## config.mk

```make
export PLATFORM = sky130hd
export DESIGN_NAME = bcd_add_sequencer
export DESIGN_NICKNAME = d
export VERILOG_FILES = /design/src/rtl/bcd_add_sequencer.sv
export SDC_FILE = /design/constraint.sdc
export NUM_CORES = 1
export LEC_CHECK = 0
export BUFFER_PORTS_ARGS = -buffer_cell sky130_fd_sc_hd__buf_2
export CORE_MARGIN = 4
export CORE_UTILIZATION = 49
export CTS_CLUSTER_SIZE = 40
export DETAILED_ROUTE_END_ITERATION = 10
export GPL_TIMING_DRIVEN = 1
export PLACE_DENSITY_LB_ADDON = 0.1
export SETUP_SLACK_MARGIN = 0.15
export SKIP_LAST_GASP = 1
export SLEW_MARGIN = 40
export SYNTH_ARGS = -nofsm -noshare
export SYNTH_HDL_FRONTEND = slang
export SYNTH_SLANG_ARGS = --single-unit
export TNS_END_PERCENT = 50
```

## constraint.sdc

```tcl
create_clock -name clk_i -period 3.8 [get_ports clk_i]
set_clock_uncertainty 0.1 [all_clocks]
set_input_delay 0.57 -clock clk_i [delete_from_list [all_inputs] [get_ports clk_i]]
set_output_delay 0.57 -clock clk_i [all_outputs]
set_load 0.1 [all_outputs]
```

## src/rtl/bcd_add_sequencer.sv

```systemverilog
// bcd_add_sequencer
//   Digit-serial packed-BCD adder controller. Operands are latched on an
//   accepted start, then one shared single-digit BCD adder walks the digits
//   LSB first with a registered decimal carry. The result feeds the
//   7-segment decode stage downstream.
//
// Ports
//   clk_i    system clock, rising edge
//   rst_i    asynchronous reset, active-high
//   start_i  add request, sampled only in IDLE or DONE
//   a_i/b_i  packed BCD operands, digit i at [4i+3:4i]
//   busy_o   high while digits are being processed
//   done_o   one-cycle pulse when sum_o/cout_o/err_o are final
//   sum_o    packed BCD result (partial digits visible while busy)
//   cout_o   decimal carry out of the top digit
//   err_o    sticky: some operand digit of this operation was > 9
//
// state  | meaning
// -------+-----------------------------------------------
// IDLE   | waiting for start_i, outputs hold last result
// ADD    | processing digit idx_q, one digit per cycle
// DONE   | result final, done_o high; start_i re-accepted

module bcd_add_sequencer #(
    parameter int DIGITS = 4
) (
    input  logic                  clk_i,
    input  logic                  rst_i,
    input  logic                  start_i,
    input  logic [4*DIGITS-1:0]   a_i,
    input  logic [4*DIGITS-1:0]   b_i,
    output logic                  busy_o,
    output logic                  done_o,
    output logic [4*DIGITS-1:0]   sum_o,
    output logic                  cout_o,
    output logic                  err_o
);

    localparam int W    = 4 * DIGITS;
    localparam int IDXW = (DIGITS > 1) ? $clog2(DIGITS) : 1;
    localparam logic [IDXW-1:0] LAST_IDX = IDXW'(DIGITS - 1);

    typedef enum logic [1:0] {S_IDLE, S_ADD, S_DONE} state_t;

    state_t            state_q, state_d;
    logic [IDXW-1:0]   idx_q, idx_d;
    logic              carry_q, carry_d;
    logic [W-1:0]      a_q, a_d;
    logic [W-1:0]      b_q, b_d;
    logic [W-1:0]      sum_q, sum_d;
    logic              cout_q, cout_d;
    logic              err_q, err_d;
    logic              busy_q, busy_d;
    logic              done_q, done_d;

    logic              accept;
    logic              last_digit;
    logic [3:0]        a_dig, b_dig;
    logic [4:0]        raw_sum;
    logic              dig_carry;
    logic [3:0]        dig_sum;
    logic              dig_bad;

    assign accept     = start_i && (state_q == S_IDLE || state_q == S_DONE);
    assign last_digit = (idx_q == LAST_IDX);

    // Single-digit BCD adder on the latched operands at idx_q.
    // (s+6)[3:0] equals s[3:0]+6 modulo 16, so a 4-bit add suffices.
    assign a_dig     = a_q[4*idx_q +: 4];
    assign b_dig     = b_q[4*idx_q +: 4];
    assign raw_sum   = {1'b0, a_dig} + {1'b0, b_dig} + {4'b0000, carry_q};
    assign dig_carry = (raw_sum > 5'd9);
    assign dig_sum   = dig_carry ? (raw_sum[3:0] + 4'd6) : raw_sum[3:0];
    assign dig_bad   = (a_dig > 4'd9) || (b_dig > 4'd9);

    // State and datapath registers
    always_ff @(posedge clk_i or posedge rst_i) begin
        if (rst_i) begin
            state_q <= S_IDLE;
            idx_q   <= '0;
            carry_q <= 1'b0;
            a_q     <= '0;
            b_q     <= '0;
            sum_q   <= '0;
            cout_q  <= 1'b0;
            err_q   <= 1'b0;
            busy_q  <= 1'b0;
            done_q  <= 1'b0;
        end else begin
            state_q <= state_d;
            idx_q   <= idx_d;
            carry_q <= carry_d;
            a_q     <= a_d;
            b_q     <= b_d;
            sum_q   <= sum_d;
            cout_q  <= cout_d;
            err_q   <= err_d;
            busy_q  <= busy_d;
            done_q  <= done_d;
        end
    end

    // Next-state
    always_comb begin
        state_d = state_q;
        case (state_q)
            S_IDLE:  if (start_i) state_d = S_ADD;
            S_ADD:   if (last_digit) state_d = S_DONE;
            S_DONE:  state_d = start_i ? S_ADD : S_IDLE;
            default: state_d = S_IDLE;
        endcase
    end

    // Datapath / output next values
    always_comb begin
        idx_d   = idx_q;
        carry_d = carry_q;
        a_d     = a_q;
        b_d     = b_q;
        sum_d   = sum_q;
        cout_d  = cout_q;
        err_d   = err_q;
        busy_d  = busy_q;
        done_d  = 1'b0;

        if (accept) begin
            a_d     = a_i;
            b_d     = b_i;
            sum_d   = '0;
            err_d   = 1'b0;
            cout_d  = 1'b0;
            carry_d = 1'b0;
            idx_d   = '0;
            busy_d  = 1'b1;
        end else if (state_q == S_ADD) begin
            sum_d[4*idx_q +: 4] = dig_sum;
            carry_d = dig_carry;
            if (dig_bad) err_d = 1'b1;
            if (last_digit) begin
                cout_d = dig_carry;
                busy_d = 1'b0;
                done_d = 1'b1;
            end else begin
                idx_d = idx_q + IDXW'(1);
            end
        end
    end

    assign busy_o = busy_q;
    assign done_o = done_q;
    assign sum_o  = sum_q;
    assign cout_o = cout_q;
    assign err_o  = err_q;

endmodule

```

==> summary.txt <==
run status = finished, final reports clean
register cell area after layout = 1430 µm²
DRT Pass-1 Iters = 4
final hold violation count = 0
global-route usage over all layers = 0.185
final worst setup slack = 0.327 ns
Port Buffer Count = 54
starting density of the core = 0.504
Tightest Hold Check Type = in2async
Tmin final = 3.47 ns
Final Cycle Share = 0.914
Mapped Area = 2780 µm²
Wirelength per Cell = 13.7 µm
layout cells sized above 1 = 0.297
RSZ-0062 raised after global routing = no
antenna violations before repair = 0
IO Count = 55
core area = 5510 µm²
vias in the first global route = 2210
crit path kind = reg2reg
clock slew at reported path FFs = 0.06 ns
slew margin rel. = 0.373
post-layout instance area = 3410 µm²
synth-to-layout area growth = 22.7%
syn_nets = 329
top-area cell type share of the netlist area = 0.514
DP Area = 3160 µm²
Die X-Extent = 83.3 µm
sequential area share after synthesis = 0.514
1st-iter DRT viols = 66
Die H = 83.3 µm
CTS Buf Count = 9
top cells by area, synth = dfrtp_1, nand2_1, mux4_2
placer's final routability congestion estimate = 0.842
WL final = 5830 µm
CP Max Fanout = 5
H-tree levels = 3
maxcap violations = 0
first-pass GRT wire length = 10300 µm
Ys Warns = 0
share of synthesized registers carrying an async set or reset = 1.00
Clock Tree Buf Depth = 2
area of the die = 6930 µm²
global route overflow = 0
CP required = 3.91 ns
synth cell count leaders = nand2_1, dfrtp_1, inv_1
Syn Inst Count = 284
hpwl dp = 4420 µm
Skew-Pair Late Insertion Delay = 0.33 ns
Worst path slowest cell = mux4_2
antenna-violating nets left = 0
Worst Path Arrival = 3.58 ns
Synth cell types = 40
setup_tns = 0 ns
ys flop type = dfrtp_1
Multi-input gate area = 1290 µm²
top-count cell post-synth = nand2_1
largest net degree at the start of global routing = 39
Site Rows = 27
hold slack = 0.199 ns
Antenna Cells = 0
Setup Slack @ Placement = 0.135 ns
area leader, netlist = dfrtp_1
worst slew pin tran = 0.916 ns
startpoint class of the critical path = flop
FF-to-FF path depth = 10
Slew Limit Fails = 0
CTS tree = yes
remaining routing DRC violations = 0
final setup violation count = 0
flops & latches, synth = 57
# fillers = 490
Nets = 393
Vias/cell = 5.08
clk sinks = 57
# hold bufs at CTS = 0
Post-synth EDFFs = 0
total number of vias = 2161
synthesized area per cell = 9.78 µm²
Fmax achieved = 0.288 GHz
crit-path max cell delay = 0.54 ns
crit-path cells = mux4_2 -> fa_2 -> fa_2 -> inv_1 -> ha_1 -> nor2b_1 -> nor2b_1 -> mux2_2 -> a311oi_4 -> o21ai_1
CTS root buf = clkbuf_8
crit end category = flop
## state kept, by name, summed over array words and instances (netlist names)
register and cells:
b_q 16, err_o 1, done_o 1, a_q 16
cout_o 1, sum_o 16, busy_o 1, carry_q 1
state_q 2, idx_q 2
## timing repair
| action | 4_1_cts | 5_1_grt |
|---|---|---|
| setup buffers | 0 | 2 |
| pin swaps | 0 | 1 |
| setup endpoints to repair | 1 | 7 |
| resized for setup | 1 | 4 |
## stage by stage
step | util | cells
final | 0.619 | 425
after global routing | 0.619 | 425
after global placement | 0.573 | 407
after detailed placement | 0.573 | 407
after floorplan | - | 284
after CTS | 0.611 | 423
## cell families after synthesis
family | synth area share
buffers and inverters | 0.0311
muxes | 0.0739
AOI/OAI and AO/OA | 0.106
xor gates and xnor gates | 0.00902
and+or+nand+nor | 0.216
DFF | 0.514
adders and majority gates | 0.0505
## area by class of cell
type                    count  share of cell area
flip-flops and latches     57               0.419
clock buffers              14              0.0507
well taps                  72              0.0264
multi-input cells         205               0.380
clock inverters             2              0.0103
repair buffers             64               0.101
inverters                  11              0.0125
## layer usage
layer	up-vias	share of wire	global-route usage
li1	1076	-	-
met1	1027	0.44	0.231
met4	0	0.014	0.0535
met5	-	0	0
met3	8	0.051	0.0635
met2	50	0.49	0.304
## worst paths after layout
kind | start | endpoint | slack (ns)
max | idx_q[0] | sum_o[10] | 0.33
min in group clk_i | b_i[13] | b_q[13] | 0.32
max in group asynchronous | rst_i | state_q[1] | 2.72
max reg2reg | idx_q[0] | sum_o[10] | 0.33
min | rst_i | sum_o[10] | 0.20
min reg2reg | sum_o[13] | sum_o[13] | 0.37
## cell usage in the layout (no fill, tap or decap), types with 2 or more instances in the layout
cell,netlist,layout
nor2_1,5,5
clkbuf_1,6,2
ha_1,8,8
mux4_2,8,8
o21ai_0,5,5
clkinv_2,0,2
fa_2,0,2
o31ai_1,5,4
nand3_1,3,3
clkbuf_8,0,12
nor2b_1,5,4
buf_4,0,10
a21oi_1,8,7
dfrtp_1,57,56
inv_1,11,10
buf_2,3,54
nand2_1,116,116
and2_4,2,2
a21o_1,4,4
o21ai_1,10,10
## critical path: cells and delay by family, from the launching register on
family                     cells  cell delay (ns)
adders and majority gates      3             1.15
and+or+nand+nor                2             0.31
DFF                            1             0.41
AOI/OAI and AO/OA              2             0.43
buffers and inverters          1             0.11
muxes                          2             0.82
Power is left out: the tool's default activity adds up to more than one toggle a clock period on the data nets, which glitch-free logic cannot reach.
